==> src/rtl/hsm_cmd_sequencer_pkg.sv <==
// Shared types and constants for the HSM command sequencer: opcodes, result
// status codes, FSM states and fixed AXI-Lite field values.
package hsm_seq_pkg;

    typedef enum logic [1:0] {
        OP_WRITE   = 2'b00,
        OP_READ    = 2'b01,
        OP_POLL    = 2'b10,
        OP_ILLEGAL = 2'b11
    } op_e;

    typedef enum logic [1:0] {
        ST_OK      = 2'b00,
        ST_BUSERR  = 2'b01,
        ST_TIMEOUT = 2'b10,
        ST_ILLEGAL = 2'b11
    } status_e;

    typedef enum logic [2:0] {
        S_IDLE,
        S_WR_ADDR_DATA,
        S_WR_RESP,
        S_RD_ADDR,
        S_RD_DATA,
        S_RESP
    } state_e;

    localparam logic [1:0] AXI_RESP_OKAY = 2'b00;
    localparam logic [2:0] AXI_PROT_DEF  = 3'b000;

    function automatic logic poll_match(input logic [31:0] rdata,
                                        input logic [31:0] expected,
                                        input logic [31:0] mask);
        return ((rdata ^ expected) & mask) == '0;
    endfunction

endpackage

==> src/rtl/hsm_cmd_sequencer_if.sv <==
// Command/response handshake plus AXI4-Lite master channels of the sequencer.
// master = the sequencer itself, slave = control logic and HSM register port.
interface hsm_cmd_sequencer_if #(
    parameter int unsigned ADDR_W     = 5,
    parameter int unsigned DATA_W     = 32,
    parameter int unsigned POLL_CNT_W = 16
);
    import hsm_seq_pkg::*;

    logic                  req_valid;
    logic                  req_ready;
    logic [1:0]            req_op;
    logic [ADDR_W-1:0]     req_addr;
    logic [DATA_W-1:0]     req_data;
    logic [DATA_W-1:0]     req_mask;
    logic [POLL_CNT_W-1:0] req_limit;

    logic                  rsp_valid;
    logic                  rsp_ready;
    logic [DATA_W-1:0]     rsp_data;
    logic [1:0]            rsp_status;

    logic [ADDR_W-1:0]     M_AXI_AWADDR;
    logic [2:0]            M_AXI_AWPROT;
    logic                  M_AXI_AWVALID;
    logic                  M_AXI_AWREADY;
    logic [DATA_W-1:0]     M_AXI_WDATA;
    logic [DATA_W/8-1:0]   M_AXI_WSTRB;
    logic                  M_AXI_WVALID;
    logic                  M_AXI_WREADY;
    logic [1:0]            M_AXI_BRESP;
    logic                  M_AXI_BVALID;
    logic                  M_AXI_BREADY;
    logic [ADDR_W-1:0]     M_AXI_ARADDR;
    logic [2:0]            M_AXI_ARPROT;
    logic                  M_AXI_ARVALID;
    logic                  M_AXI_ARREADY;
    logic [DATA_W-1:0]     M_AXI_RDATA;
    logic [1:0]            M_AXI_RRESP;
    logic                  M_AXI_RVALID;
    logic                  M_AXI_RREADY;

    modport master (
        input  req_valid, req_op, req_addr, req_data, req_mask, req_limit,
        output req_ready,
        output rsp_valid, rsp_data, rsp_status,
        input  rsp_ready,
        output M_AXI_AWADDR, M_AXI_AWPROT, M_AXI_AWVALID,
        input  M_AXI_AWREADY,
        output M_AXI_WDATA, M_AXI_WSTRB, M_AXI_WVALID,
        input  M_AXI_WREADY,
        input  M_AXI_BRESP, M_AXI_BVALID,
        output M_AXI_BREADY,
        output M_AXI_ARADDR, M_AXI_ARPROT, M_AXI_ARVALID,
        input  M_AXI_ARREADY,
        input  M_AXI_RDATA, M_AXI_RRESP, M_AXI_RVALID,
        output M_AXI_RREADY
    );

    modport slave (
        output req_valid, req_op, req_addr, req_data, req_mask, req_limit,
        input  req_ready,
        input  rsp_valid, rsp_data, rsp_status,
        output rsp_ready,
        input  M_AXI_AWADDR, M_AXI_AWPROT, M_AXI_AWVALID,
        output M_AXI_AWREADY,
        input  M_AXI_WDATA, M_AXI_WSTRB, M_AXI_WVALID,
        output M_AXI_WREADY,
        output M_AXI_BRESP, M_AXI_BVALID,
        input  M_AXI_BREADY,
        input  M_AXI_ARADDR, M_AXI_ARPROT, M_AXI_ARVALID,
        output M_AXI_ARREADY,
        output M_AXI_RDATA, M_AXI_RRESP, M_AXI_RVALID,
        input  M_AXI_RREADY
    );

endinterface

==> src/rtl/hsm_cmd_sequencer.sv <==
// Single-requester command engine: turns write/read/poll commands into
// AXI4-Lite master transactions and returns one status-tagged result each.
module hsm_cmd_sequencer
    import hsm_seq_pkg::*;
#(
    parameter int unsigned C_M_AXI_ADDR_WIDTH = 5,
    parameter int unsigned C_M_AXI_DATA_WIDTH = 32,
    parameter int unsigned POLL_CNT_W         = 16
) (
    input  logic                S_AXI_ACLK,
    input  logic                S_AXI_ARESETN,
    hsm_cmd_sequencer_if.master bus
);

    state_e                          state_q;
    op_e                             op_q;
    logic [C_M_AXI_ADDR_WIDTH-1:0]   addr_q;
    logic [C_M_AXI_DATA_WIDTH-1:0]   data_q;
    logic [C_M_AXI_DATA_WIDTH-1:0]   mask_q;
    logic [POLL_CNT_W-1:0]           limit_q;
    logic [POLL_CNT_W-1:0]           cnt_q;
    logic                            awvalid_q, wvalid_q, aw_done_q, w_done_q;
    logic                            bready_q, arvalid_q, rready_q;
    logic                            rsp_valid_q;
    logic [C_M_AXI_DATA_WIDTH-1:0]   rsp_data_q;
    status_e                         rsp_status_q;

    logic aw_hs, w_hs, aw_fin, w_fin;

    assign aw_hs  = awvalid_q & bus.M_AXI_AWREADY;
    assign w_hs   = wvalid_q  & bus.M_AXI_WREADY;
    // Handshakes of this cycle count as done so same-cycle completion exits at once.
    assign aw_fin = aw_done_q | aw_hs;
    assign w_fin  = w_done_q  | w_hs;

    assign bus.req_ready     = (state_q == S_IDLE);
    assign bus.rsp_valid     = rsp_valid_q;
    assign bus.rsp_data      = rsp_data_q;
    assign bus.rsp_status    = rsp_status_q;
    assign bus.M_AXI_AWADDR  = addr_q;
    assign bus.M_AXI_AWPROT  = AXI_PROT_DEF;
    assign bus.M_AXI_AWVALID = awvalid_q;
    assign bus.M_AXI_WDATA   = data_q;
    assign bus.M_AXI_WSTRB   = '1;
    assign bus.M_AXI_WVALID  = wvalid_q;
    assign bus.M_AXI_BREADY  = bready_q;
    assign bus.M_AXI_ARADDR  = addr_q;
    assign bus.M_AXI_ARPROT  = AXI_PROT_DEF;
    assign bus.M_AXI_ARVALID = arvalid_q;
    assign bus.M_AXI_RREADY  = rready_q;

    always_ff @(posedge S_AXI_ACLK or negedge S_AXI_ARESETN) begin
        if (!S_AXI_ARESETN) begin
            state_q      <= S_IDLE;
            op_q         <= OP_WRITE;
            addr_q       <= '0;
            data_q       <= '0;
            mask_q       <= '0;
            limit_q      <= '0;
            cnt_q        <= '0;
            awvalid_q    <= 1'b0;
            wvalid_q     <= 1'b0;
            aw_done_q    <= 1'b0;
            w_done_q     <= 1'b0;
            bready_q     <= 1'b0;
            arvalid_q    <= 1'b0;
            rready_q     <= 1'b0;
            rsp_valid_q  <= 1'b0;
            rsp_data_q   <= '0;
            rsp_status_q <= ST_OK;
        end else begin
            case (state_q)
                S_IDLE: begin
                    if (bus.req_valid) begin
                        op_q    <= op_e'(bus.req_op);
                        addr_q  <= bus.req_addr;
                        data_q  <= bus.req_data;
                        mask_q  <= bus.req_mask;
                        limit_q <= bus.req_limit;
                        cnt_q   <= '0;
                        case (op_e'(bus.req_op))
                            OP_WRITE: begin
                                awvalid_q <= 1'b1;
                                wvalid_q  <= 1'b1;
                                aw_done_q <= 1'b0;
                                w_done_q  <= 1'b0;
                                state_q   <= S_WR_ADDR_DATA;
                            end
                            OP_READ, OP_POLL: begin
                                arvalid_q <= 1'b1;
                                state_q   <= S_RD_ADDR;
                            end
                            default: begin
                                rsp_valid_q  <= 1'b1;
                                rsp_data_q   <= '0;
                                rsp_status_q <= ST_ILLEGAL;
                                state_q      <= S_RESP;
                            end
                        endcase
                    end
                end
                S_WR_ADDR_DATA: begin
                    if (aw_hs) begin
                        awvalid_q <= 1'b0;
                        aw_done_q <= 1'b1;
                    end
                    if (w_hs) begin
                        wvalid_q <= 1'b0;
                        w_done_q <= 1'b1;
                    end
                    if (aw_fin && w_fin) begin
                        bready_q <= 1'b1;
                        state_q  <= S_WR_RESP;
                    end
                end
                S_WR_RESP: begin
                    if (bus.M_AXI_BVALID) begin
                        bready_q     <= 1'b0;
                        rsp_valid_q  <= 1'b1;
                        rsp_data_q   <= '0;
                        rsp_status_q <= (bus.M_AXI_BRESP == AXI_RESP_OKAY) ? ST_OK : ST_BUSERR;
                        state_q      <= S_RESP;
                    end
                end
                S_RD_ADDR: begin
                    if (bus.M_AXI_ARREADY) begin
                        arvalid_q <= 1'b0;
                        rready_q  <= 1'b1;
                        state_q   <= S_RD_DATA;
                    end
                end
                S_RD_DATA: begin
                    if (bus.M_AXI_RVALID) begin
                        rready_q   <= 1'b0;
                        rsp_data_q <= bus.M_AXI_RDATA;
                        if (bus.M_AXI_RRESP != AXI_RESP_OKAY) begin
                            rsp_status_q <= ST_BUSERR;
                            rsp_valid_q  <= 1'b1;
                            state_q      <= S_RESP;
                        end else if (op_q == OP_READ ||
                                     poll_match(bus.M_AXI_RDATA, data_q, mask_q)) begin
                            rsp_status_q <= ST_OK;
                            rsp_valid_q  <= 1'b1;
                            state_q      <= S_RESP;
                        end else if (cnt_q == limit_q) begin
                            rsp_status_q <= ST_TIMEOUT;
                            rsp_valid_q  <= 1'b1;
                            state_q      <= S_RESP;
                        end else begin
                            // Retry: limit_q bounds cnt_q, so it can never wrap.
                            cnt_q     <= cnt_q + 1'b1;
                            arvalid_q <= 1'b1;
                            state_q   <= S_RD_ADDR;
                        end
                    end
                end
                S_RESP: begin
                    if (bus.rsp_ready) begin
                        rsp_valid_q <= 1'b0;
                        state_q     <= S_IDLE;
                    end
                end
                default: state_q <= S_IDLE;
            endcase
        end
    end

endmodule

==> src/flat_wrapper.sv <==
// flat-port wrapper written by rule: the top's interface ports become plain ports
module hsm_cmd_sequencer_flat import hsm_seq_pkg::*;
#(
    parameter int unsigned C_M_AXI_ADDR_WIDTH = 5,
    parameter int unsigned C_M_AXI_DATA_WIDTH = 32,
    parameter int unsigned POLL_CNT_W         = 16
)
  (S_AXI_ACLK, S_AXI_ARESETN, bus_req_valid, bus_req_op, bus_req_addr, bus_req_data, bus_req_mask, bus_req_limit, bus_req_ready, bus_rsp_valid, bus_rsp_data, bus_rsp_status, bus_rsp_ready, bus_M_AXI_AWADDR, bus_M_AXI_AWPROT, bus_M_AXI_AWVALID, bus_M_AXI_AWREADY, bus_M_AXI_WDATA, bus_M_AXI_WSTRB, bus_M_AXI_WVALID, bus_M_AXI_WREADY, bus_M_AXI_BRESP, bus_M_AXI_BVALID, bus_M_AXI_BREADY, bus_M_AXI_ARADDR, bus_M_AXI_ARPROT, bus_M_AXI_ARVALID, bus_M_AXI_ARREADY, bus_M_AXI_RDATA, bus_M_AXI_RRESP, bus_M_AXI_RVALID, bus_M_AXI_RREADY);
  hsm_cmd_sequencer_if #(.ADDR_W(5), .DATA_W(32), .POLL_CNT_W(POLL_CNT_W)) bus_i ();
  input  logic S_AXI_ACLK;
  input  logic S_AXI_ARESETN;
  input wire logic [$bits(bus_i.req_valid)-1:0] bus_req_valid;
  input wire logic [$bits(bus_i.req_op)-1:0] bus_req_op;
  input wire logic [$bits(bus_i.req_addr)-1:0] bus_req_addr;
  input wire logic [$bits(bus_i.req_data)-1:0] bus_req_data;
  input wire logic [$bits(bus_i.req_mask)-1:0] bus_req_mask;
  input wire logic [$bits(bus_i.req_limit)-1:0] bus_req_limit;
  output wire logic [$bits(bus_i.req_ready)-1:0] bus_req_ready;
  output wire logic [$bits(bus_i.rsp_valid)-1:0] bus_rsp_valid;
  output wire logic [$bits(bus_i.rsp_data)-1:0] bus_rsp_data;
  output wire logic [$bits(bus_i.rsp_status)-1:0] bus_rsp_status;
  input wire logic [$bits(bus_i.rsp_ready)-1:0] bus_rsp_ready;
  output wire logic [$bits(bus_i.M_AXI_AWADDR)-1:0] bus_M_AXI_AWADDR;
  output wire logic [$bits(bus_i.M_AXI_AWPROT)-1:0] bus_M_AXI_AWPROT;
  output wire logic [$bits(bus_i.M_AXI_AWVALID)-1:0] bus_M_AXI_AWVALID;
  input wire logic [$bits(bus_i.M_AXI_AWREADY)-1:0] bus_M_AXI_AWREADY;
  output wire logic [$bits(bus_i.M_AXI_WDATA)-1:0] bus_M_AXI_WDATA;
  output wire logic [$bits(bus_i.M_AXI_WSTRB)-1:0] bus_M_AXI_WSTRB;
  output wire logic [$bits(bus_i.M_AXI_WVALID)-1:0] bus_M_AXI_WVALID;
  input wire logic [$bits(bus_i.M_AXI_WREADY)-1:0] bus_M_AXI_WREADY;
  input wire logic [$bits(bus_i.M_AXI_BRESP)-1:0] bus_M_AXI_BRESP;
  input wire logic [$bits(bus_i.M_AXI_BVALID)-1:0] bus_M_AXI_BVALID;
  output wire logic [$bits(bus_i.M_AXI_BREADY)-1:0] bus_M_AXI_BREADY;
  output wire logic [$bits(bus_i.M_AXI_ARADDR)-1:0] bus_M_AXI_ARADDR;
  output wire logic [$bits(bus_i.M_AXI_ARPROT)-1:0] bus_M_AXI_ARPROT;
  output wire logic [$bits(bus_i.M_AXI_ARVALID)-1:0] bus_M_AXI_ARVALID;
  input wire logic [$bits(bus_i.M_AXI_ARREADY)-1:0] bus_M_AXI_ARREADY;
  input wire logic [$bits(bus_i.M_AXI_RDATA)-1:0] bus_M_AXI_RDATA;
  input wire logic [$bits(bus_i.M_AXI_RRESP)-1:0] bus_M_AXI_RRESP;
  input wire logic [$bits(bus_i.M_AXI_RVALID)-1:0] bus_M_AXI_RVALID;
  output wire logic [$bits(bus_i.M_AXI_RREADY)-1:0] bus_M_AXI_RREADY;
  assign bus_i.req_valid = bus_req_valid;
  assign bus_i.req_op = bus_req_op;
  assign bus_i.req_addr = bus_req_addr;
  assign bus_i.req_data = bus_req_data;
  assign bus_i.req_mask = bus_req_mask;
  assign bus_i.req_limit = bus_req_limit;
  assign bus_req_ready = bus_i.req_ready;
  assign bus_rsp_valid = bus_i.rsp_valid;
  assign bus_rsp_data = bus_i.rsp_data;
  assign bus_rsp_status = bus_i.rsp_status;
  assign bus_i.rsp_ready = bus_rsp_ready;
  assign bus_M_AXI_AWADDR = bus_i.M_AXI_AWADDR;
  assign bus_M_AXI_AWPROT = bus_i.M_AXI_AWPROT;
  assign bus_M_AXI_AWVALID = bus_i.M_AXI_AWVALID;
  assign bus_i.M_AXI_AWREADY = bus_M_AXI_AWREADY;
  assign bus_M_AXI_WDATA = bus_i.M_AXI_WDATA;
  assign bus_M_AXI_WSTRB = bus_i.M_AXI_WSTRB;
  assign bus_M_AXI_WVALID = bus_i.M_AXI_WVALID;
  assign bus_i.M_AXI_WREADY = bus_M_AXI_WREADY;
  assign bus_i.M_AXI_BRESP = bus_M_AXI_BRESP;
  assign bus_i.M_AXI_BVALID = bus_M_AXI_BVALID;
  assign bus_M_AXI_BREADY = bus_i.M_AXI_BREADY;
  assign bus_M_AXI_ARADDR = bus_i.M_AXI_ARADDR;
  assign bus_M_AXI_ARPROT = bus_i.M_AXI_ARPROT;
  assign bus_M_AXI_ARVALID = bus_i.M_AXI_ARVALID;
  assign bus_i.M_AXI_ARREADY = bus_M_AXI_ARREADY;
  assign bus_i.M_AXI_RDATA = bus_M_AXI_RDATA;
  assign bus_i.M_AXI_RRESP = bus_M_AXI_RRESP;
  assign bus_i.M_AXI_RVALID = bus_M_AXI_RVALID;
  assign bus_M_AXI_RREADY = bus_i.M_AXI_RREADY;
  hsm_cmd_sequencer #(.C_M_AXI_ADDR_WIDTH(C_M_AXI_ADDR_WIDTH), .C_M_AXI_DATA_WIDTH(C_M_AXI_DATA_WIDTH), .POLL_CNT_W(POLL_CNT_W)) u_core (.S_AXI_ACLK(S_AXI_ACLK), .S_AXI_ARESETN(S_AXI_ARESETN), .bus(bus_i));
endmodule
==> config.mk <==
export PLATFORM = sky130hd
export DESIGN_NAME = hsm_cmd_sequencer_flat
export DESIGN_NICKNAME = d
export VERILOG_FILES = /design/src/rtl/hsm_cmd_sequencer_pkg.sv /design/src/rtl/hsm_cmd_sequencer_if.sv /design/src/rtl/hsm_cmd_sequencer.sv /design/src/flat_wrapper.sv
export SDC_FILE = /design/constraint.sdc
export NUM_CORES = 1
export LEC_CHECK = 0
export BUFFER_PORTS_ARGS = -buffer_cell sky130_fd_sc_hd__buf_4
export CORE_ASPECT_RATIO = 1.5
export CORE_MARGIN = 2
export CORE_UTILIZATION = 50
export DETAILED_ROUTE_END_ITERATION = 16
export PLACE_DENSITY_LB_ADDON = 0.2
export SETUP_SLACK_MARGIN = 0.02
export SYNTH_ARGS = -nofsm -noshare
export SYNTH_HDL_FRONTEND = slang
export SYNTH_SLANG_ARGS = --single-unit
==> constraint.sdc <==
create_clock -name S_AXI_ACLK -period 2.2 [get_ports S_AXI_ACLK]
set_input_delay 0.44 -clock S_AXI_ACLK [delete_from_list [all_inputs] [get_ports S_AXI_ACLK]]
set_output_delay 0.44 -clock S_AXI_ACLK [all_outputs]
set_load 0.03 [all_outputs]
# Word level (Yosys, flattened, before mapping)
# Cells that the tools add are included.
[totals] ff_bits=148 latchBits=0 mem_bits_rw=0 romBits=0 word_cells=141 memories=0
[classes] add_sub_neg=1 mul=0 div=0 order_cmp=0 eq_ne=24 shift=0 muxes=66 bitwise=6 n_reduce_logical=27
[op_table] cell="$mux W32" count=4
[op_table] cell="$pmux W32 S3" count=1
[op_table] cell="$mux W16" count=5
[op_table] cell="$and A32 B32 Y32" count=1
[op_table] cell="$logic_not A32 Y1" count=1
[op_table] cell="$pmux W16 S2" count=1
[op_table] cell="$xor A32 B32 Y32" count=1
[op_table] cell="$mux W1" count=28
[op_table] cell="$mux W3" count=9
[op_table] cell="$ne A2 B2 Y1 const B" count=9
[op_table] cell="$pmux W3 S6" count=1
[op_table] cell="$reduce_and A6 Y1" count=3
[op_table] cell="$add A16 B1 Y16 const B" count=1
[op_table] cell="$eq A16 B16 Y1" count=1
[op_table] cell="$mux W2" count=7
[op_table] cell="$pmux W1 S2" count=6
[op_table] cell="$ne A2 B1 Y1 const B" count=5
[op_table] cell="$reduce_bool A2 Y1" count=5
[op_table] cell="$reduce_and A4 Y1" count=2
[op_table] cell="$reduce_and A8 Y1" count=1
[op_table] cell="$reduce_and A7 Y1" count=1
[op_table] cell="$eq A3 B2 Y1 const B" count=2
[op_table] cell="$eq A3 B3 Y1 const B" count=2
[op_table] cell="$pmux W2 S3" count=1
[op_table] cell="other kinds (20)" count=26

# Longest topological paths before layout
[logic_depth] ltp_word=8 depth_mapped=9

# Least setup slack after synthesis
# Ideal clock, no wire load.
[synth_path] kind="register to register" start="reg u_core.state_q[1]" end="reg u_core.data_q[22], in the netlist u_core.bus.M_AXI_WDATA[22]" setup_time_ns=0.117 arrival_time_ns=2.184 required_time_ns=2.083 slack_ns=-0.101 stages_incl_launch_ff=8 path_buffers=3 cell_sequence="dfrtp_1 -> buf_2 -> nor3_1 -> nand2_1 -> clkbuf_1 -> clkbuf_1 -> nand2_1 -> nand2_1"
[synth_via] elab_chain_cells=2
[synth_lines] item="start: declaration" line_no="hsm_cmd_sequencer.sv:15" rtl="state_e state_q;"
[synth_lines] item="start signal: assignment" line_no="hsm_cmd_sequencer.sv:54" rtl="state_q <= S_IDLE;"
[synth_lines] item="start signal: assignment" line_no="hsm_cmd_sequencer.sv:87" rtl="state_q <= S_WR_ADDR_DATA;"
[synth_lines] item="start signal: assignment" line_no="hsm_cmd_sequencer.sv:91" rtl="state_q <= S_RD_ADDR;"
[synth_lines] item="$logic_not A3 Y1"
[synth_lines] item="via bus_req_ready" line_no="flat_wrapper.sv:18" rtl="output wire logic [$bits(bus_i.req_ready)-1:0] bus_req_ready;"
[synth_lines] item="$reduce_and A2 Y1 (no source line)"
[synth_lines] item="end signal: assignment" line_no="hsm_cmd_sequencer.sv:77" rtl="data_q <= bus.req_data;"
[synth_lines] item="end: declaration" line_no="hsm_cmd_sequencer.sv:18" rtl="logic [C_M_AXI_DATA_WIDTH-1:0] data_q;"
# The timed path passes the listed nets, and every way through them passes these cells.
# A chain may end at the register's enable or synchronous reset.

# Worst setup path in the final report
[layout_path] start="reg u_core.data_q[6], in the netlist u_core.bus.M_AXI_WDATA[6]" end="reg u_core.cnt_q[14]"
[layout_via] elab_chain_cells=6
[layout_lines] item="$xor A32 B32 Y32" line_no="hsm_cmd_sequencer_pkg.sv:34" rtl="return ((rdata ^ expected) & mask) == '0;"
[layout_lines] item="$and A32 B32 Y32" line_no="hsm_cmd_sequencer_pkg.sv:34"
[layout_lines] item="$logic_not A32 Y1" line_no="hsm_cmd_sequencer_pkg.sv:34"
[layout_lines] item="$logic_or A1 B1 Y1" line_no="hsm_cmd_sequencer.sv:140" rtl="end else if (op_q == OP_READ ||"
[layout_lines] item="$ne A2 B2 Y1 (no source line)"
[layout_lines] item="$reduce_and A6 Y1 (no source line)"
[layout_lines] item="end signal: assignment" line_no="hsm_cmd_sequencer.sv:151" rtl="cnt_q <= cnt_q + 1'b1;"
[layout_lines] item="end: declaration" line_no="hsm_cmd_sequencer.sv:21" rtl="logic [POLL_CNT_W-1:0] cnt_q;"
# Every way passes these cells.

==> impl_metrics.toml <==
[setup_path]
critical_path_required_ns = 2.50
timing.reg2reg.setup_slack_ns = -0.008
r2r_cells = 8
crit_arrival_ns = 2.51
end_kind = "flip-flop"
cp-startpoint = "u_core.bus.M_AXI_WDATA[6]"
cp-start-kind = "flip-flop"
r2r_end = "u_core.cnt_q[14]"
timing_worst_setup_path_type = "flip-flop to flip-flop"
crit_fanout = 6
r2r-start = "u_core.bus.M_AXI_WDATA[6]"

[logic_synthesis]
syn-cell-area_mm2 = 0.00694
async_reset_ff_share_pct = 100
ys_top_cells_by_area = "dfrtp_1, nand2_1, xor2_1, o21ai_0, buf_4"
ys.flop_type = "dfrtp_1"
ys_seq_elements = 148
synth_cells = 796
synth-seq-area-share_pct = 53.3
synth_edf_count = 0
yosysWarnings = 0
yosysTopAreaCellShare_pct = 53.3
synth_top_area_cell = "dfrtp_1"
synth_cell_types = 45
avgSynthCellArea_um2 = 8.72

[global_routing]
grt_pass1_wl_um = 30700
grt_start_max_net_pins = 62
grt.busiest_layer = "met2"
antenna_found_initial = 0
grt_use_met2_pct = 47.3
grt_usage_pct = 26.8
use_met1_pct = 30.8
grt_pass1_vias = 6198
grt_use_met3_pct = 5.69
grt-ovfl-total = 0

[clock_network]
cts_made_buffers = 17
tritoncts = "done"
htree_levels = 4
cts_root_buffer = "clkbuf_16"
cts_sinks = 148
clkTransAtPathRegs_ns = 0.06
clockBufferDepth = 2
insertion_delay_ns = 0.42

[power_and_ir_drop]
share_comb_of_total_power_pct = 45.6
ir_worst_vdd_uv = 957
power_density_mw_per_mm2 = 1400
p_int_w = 0.00784
switching_share_pct = 42.2
p_clk_share_pct = 20.7
finalPower_w = 0.0136
seq_power_share_pct = 33.7
p_sw_w = 0.00571
p_leak_nw = 5.15

[sta]
period_needed_ns = 2.21
rsz0062_at_grt = "true"
worst_pin_slew_ns = 0.616
clock_skew_ns = 0.0110
setup_viol = 1
fin_ws_ns = -0.00839
hold_viol = 0
slew_headroom_pct = 58.9
finalCritPeriodShare_pct = 100
max_freq_mhz = 453
maxSlewViolCount = 0
fin_tns_setup_ns = -0.00839

[die]
start_util_pct = 51.3
core_area_mm2 = 0.0135
num_rows = 52
die_h_um = 148
pin_count = 225
die_area_mm2 = 0.0149
die_x_um = 100

[drt]
finalWirelength_um = 19700
vias = 6222
routedWlPerCell_um = 16.3
ant_nets = 0
first_pass_iters = 5
vias_per_cell = 5.16
drc = 0
drtIter0Drc = 353

[layout]
final_cell_mix = "nand2_1, buf_4, dfrtp_1"
drive_above_1_share_pct = 31.3
final_common_cell = "nand2_1"
syn2layout_area_growth_pct = 39.0
final_nets = 1167
insertedDiodeCount = 0

[outcome]
violations = "setup timing"
status = "finished, violations left"

[placement]
port-buffer-count = 214
post-dp-hpwl_um = 14200
pre_cts_slack_ns = -0.251
gp_congestion = 0.921

[job]
cap_viol_max_count = 0

[worst_hold_path]
min_path_type = "primary input to flip-flop"
hold_depth = 2
min_delay_worst_endpoint = "u_core.bus.M_AXI_WVALID"
hold_start = "bus_M_AXI_WREADY"
==> cell type report <==
cell class,count,area (um^2)
clock buffer,19,433
clock inverter,12,131
fill,1147,3880
inverter,7,26.3
multi-input combinational,595,3080
sequential,148,3700
tap,162,203
timing repair buffer,262,2070
==> timing repair <==
item,in CTS,in global routing
hold endpoints to repair,16,0
gates cloned,1,0
gates resized for setup,11,17
hold buffers,1,0
buffers inserted,0,2
setup endpoints to repair,19,21
pin swaps,7,23
==> power by group through the flow <==
stage	combinational, W	clock (W)	sequential (W)
floorplan	0.00254	0	0.00567
global placement	0.00596	0	0.00456
detailed placement	0.00603	0	0.00459
CTS	0.00613	0.00284	0.00456
global route	0.00668	0.00297	0.00469
finish	0.00618	0.00281	0.00456
==> through the flow <==
step | utilization, % | instances | hold slack (ns) | area, um^2
after detailed placement | 66.1 | 1170 | 0.297 | 8940
after global placement | 66.1 | 1170 | 0.297 | 8940
after global routing | 71.3 | 1205 | 0.178 | 9650
final | 71.3 | 1205 | 0.193 | 9650
after floorplan | - | 804 | 0.144 | 6980
after CTS | 70.8 | 1203 | 0.182 | 9580
==> state kept, by name, indices dropped and copies added, names as in the netlist <==
| name | flops |
|---|---|
| u_core.bus.M_AXI_ARADDR | 5 |
| u_core.bus.rsp_status | 2 |
| u_core.state_q | 3 |
| u_core.op_q | 2 |
| u_core.bus.M_AXI_WDATA | 32 |
| u_core.limit_q | 16 |
| u_core.bus.M_AXI_AWVALID | 1 |
| u_core.cnt_q | 16 |
| u_core.aw_done_q | 1 |
| u_core.bus.M_AXI_RREADY | 1 |
| u_core.w_done_q | 1 |
| u_core.mask_q | 32 |
| u_core.bus.rsp_data | 32 |
| u_core.bus.M_AXI_WVALID | 1 |
| u_core.bus.M_AXI_BREADY | 1 |
| u_core.bus.M_AXI_ARVALID | 1 |
| u_core.bus.rsp_valid | 1 |
==> metal layers <==
metal | up-vias | wire, um
met5 | - | 0
met4 | 0 | 751
met3 | 43 | 1070
met2 | 200 | 10500
met1 | 2938 | 7340
li1 | 3041 | -
==> critical path: stages, from the launching register on <==
cell and delay, ns:
dfrtp_1 0.42, xor2_1 0.18, a22oi_1 0.18, nand4_1 0.21, or4_4 0.60, a31oi_4 0.20, buf_6 0.15, or3_1 0.11
a21oi_2 0.05
==> kinds of logic after synthesis <==
logic type	count (synthesis)	synth area share, %
muxes	7	1.05
AOI/OAI and AO/OA	104	9.32
and+or+nand+nor	422	24.9
buffers and inverters	61	4.52
xor gates and xnor gates	48	6.06
other	2	0.108
adders and majority gates	4	0.721
DFF	148	53.3
==> Yosys cell counts, types with 3 or more instances <==
master	instances
a21oi_1	15
a22oi_1	16
a31o_2	3
a31oi_1	4
and2_1	4
and3_1	6
buf_2	14
buf_4	18
clkbuf_1	22
dfrtp_1	148
ha_1	4
inv_1	7
mux2i_1	5
nand2_1	346
nand2b_1	7
nand3_1	6
nand4_1	12
nor2_1	21
nor3_1	5
nor4_1	5
o21ai_0	44
o21ai_2	4
o31ai_1	3
or4_2	3
xor2_1	48
==> worst max path at each step <==
stage,endpoint,slack [ns],cells after the start
after global placement,u_core.cnt_q[14],-0.23,9
after floorplan,u_core.cnt_q[14],0.06,8
final,u_core.cnt_q[14],-0.008,8
after global routing,u_core.cnt_q[4],-0.09,8
after detailed placement,u_core.cnt_q[14],-0.25,9
after CTS,u_core.cnt_q[8],0.01,8
Note: power is estimated with default switching activity, not from simulation.
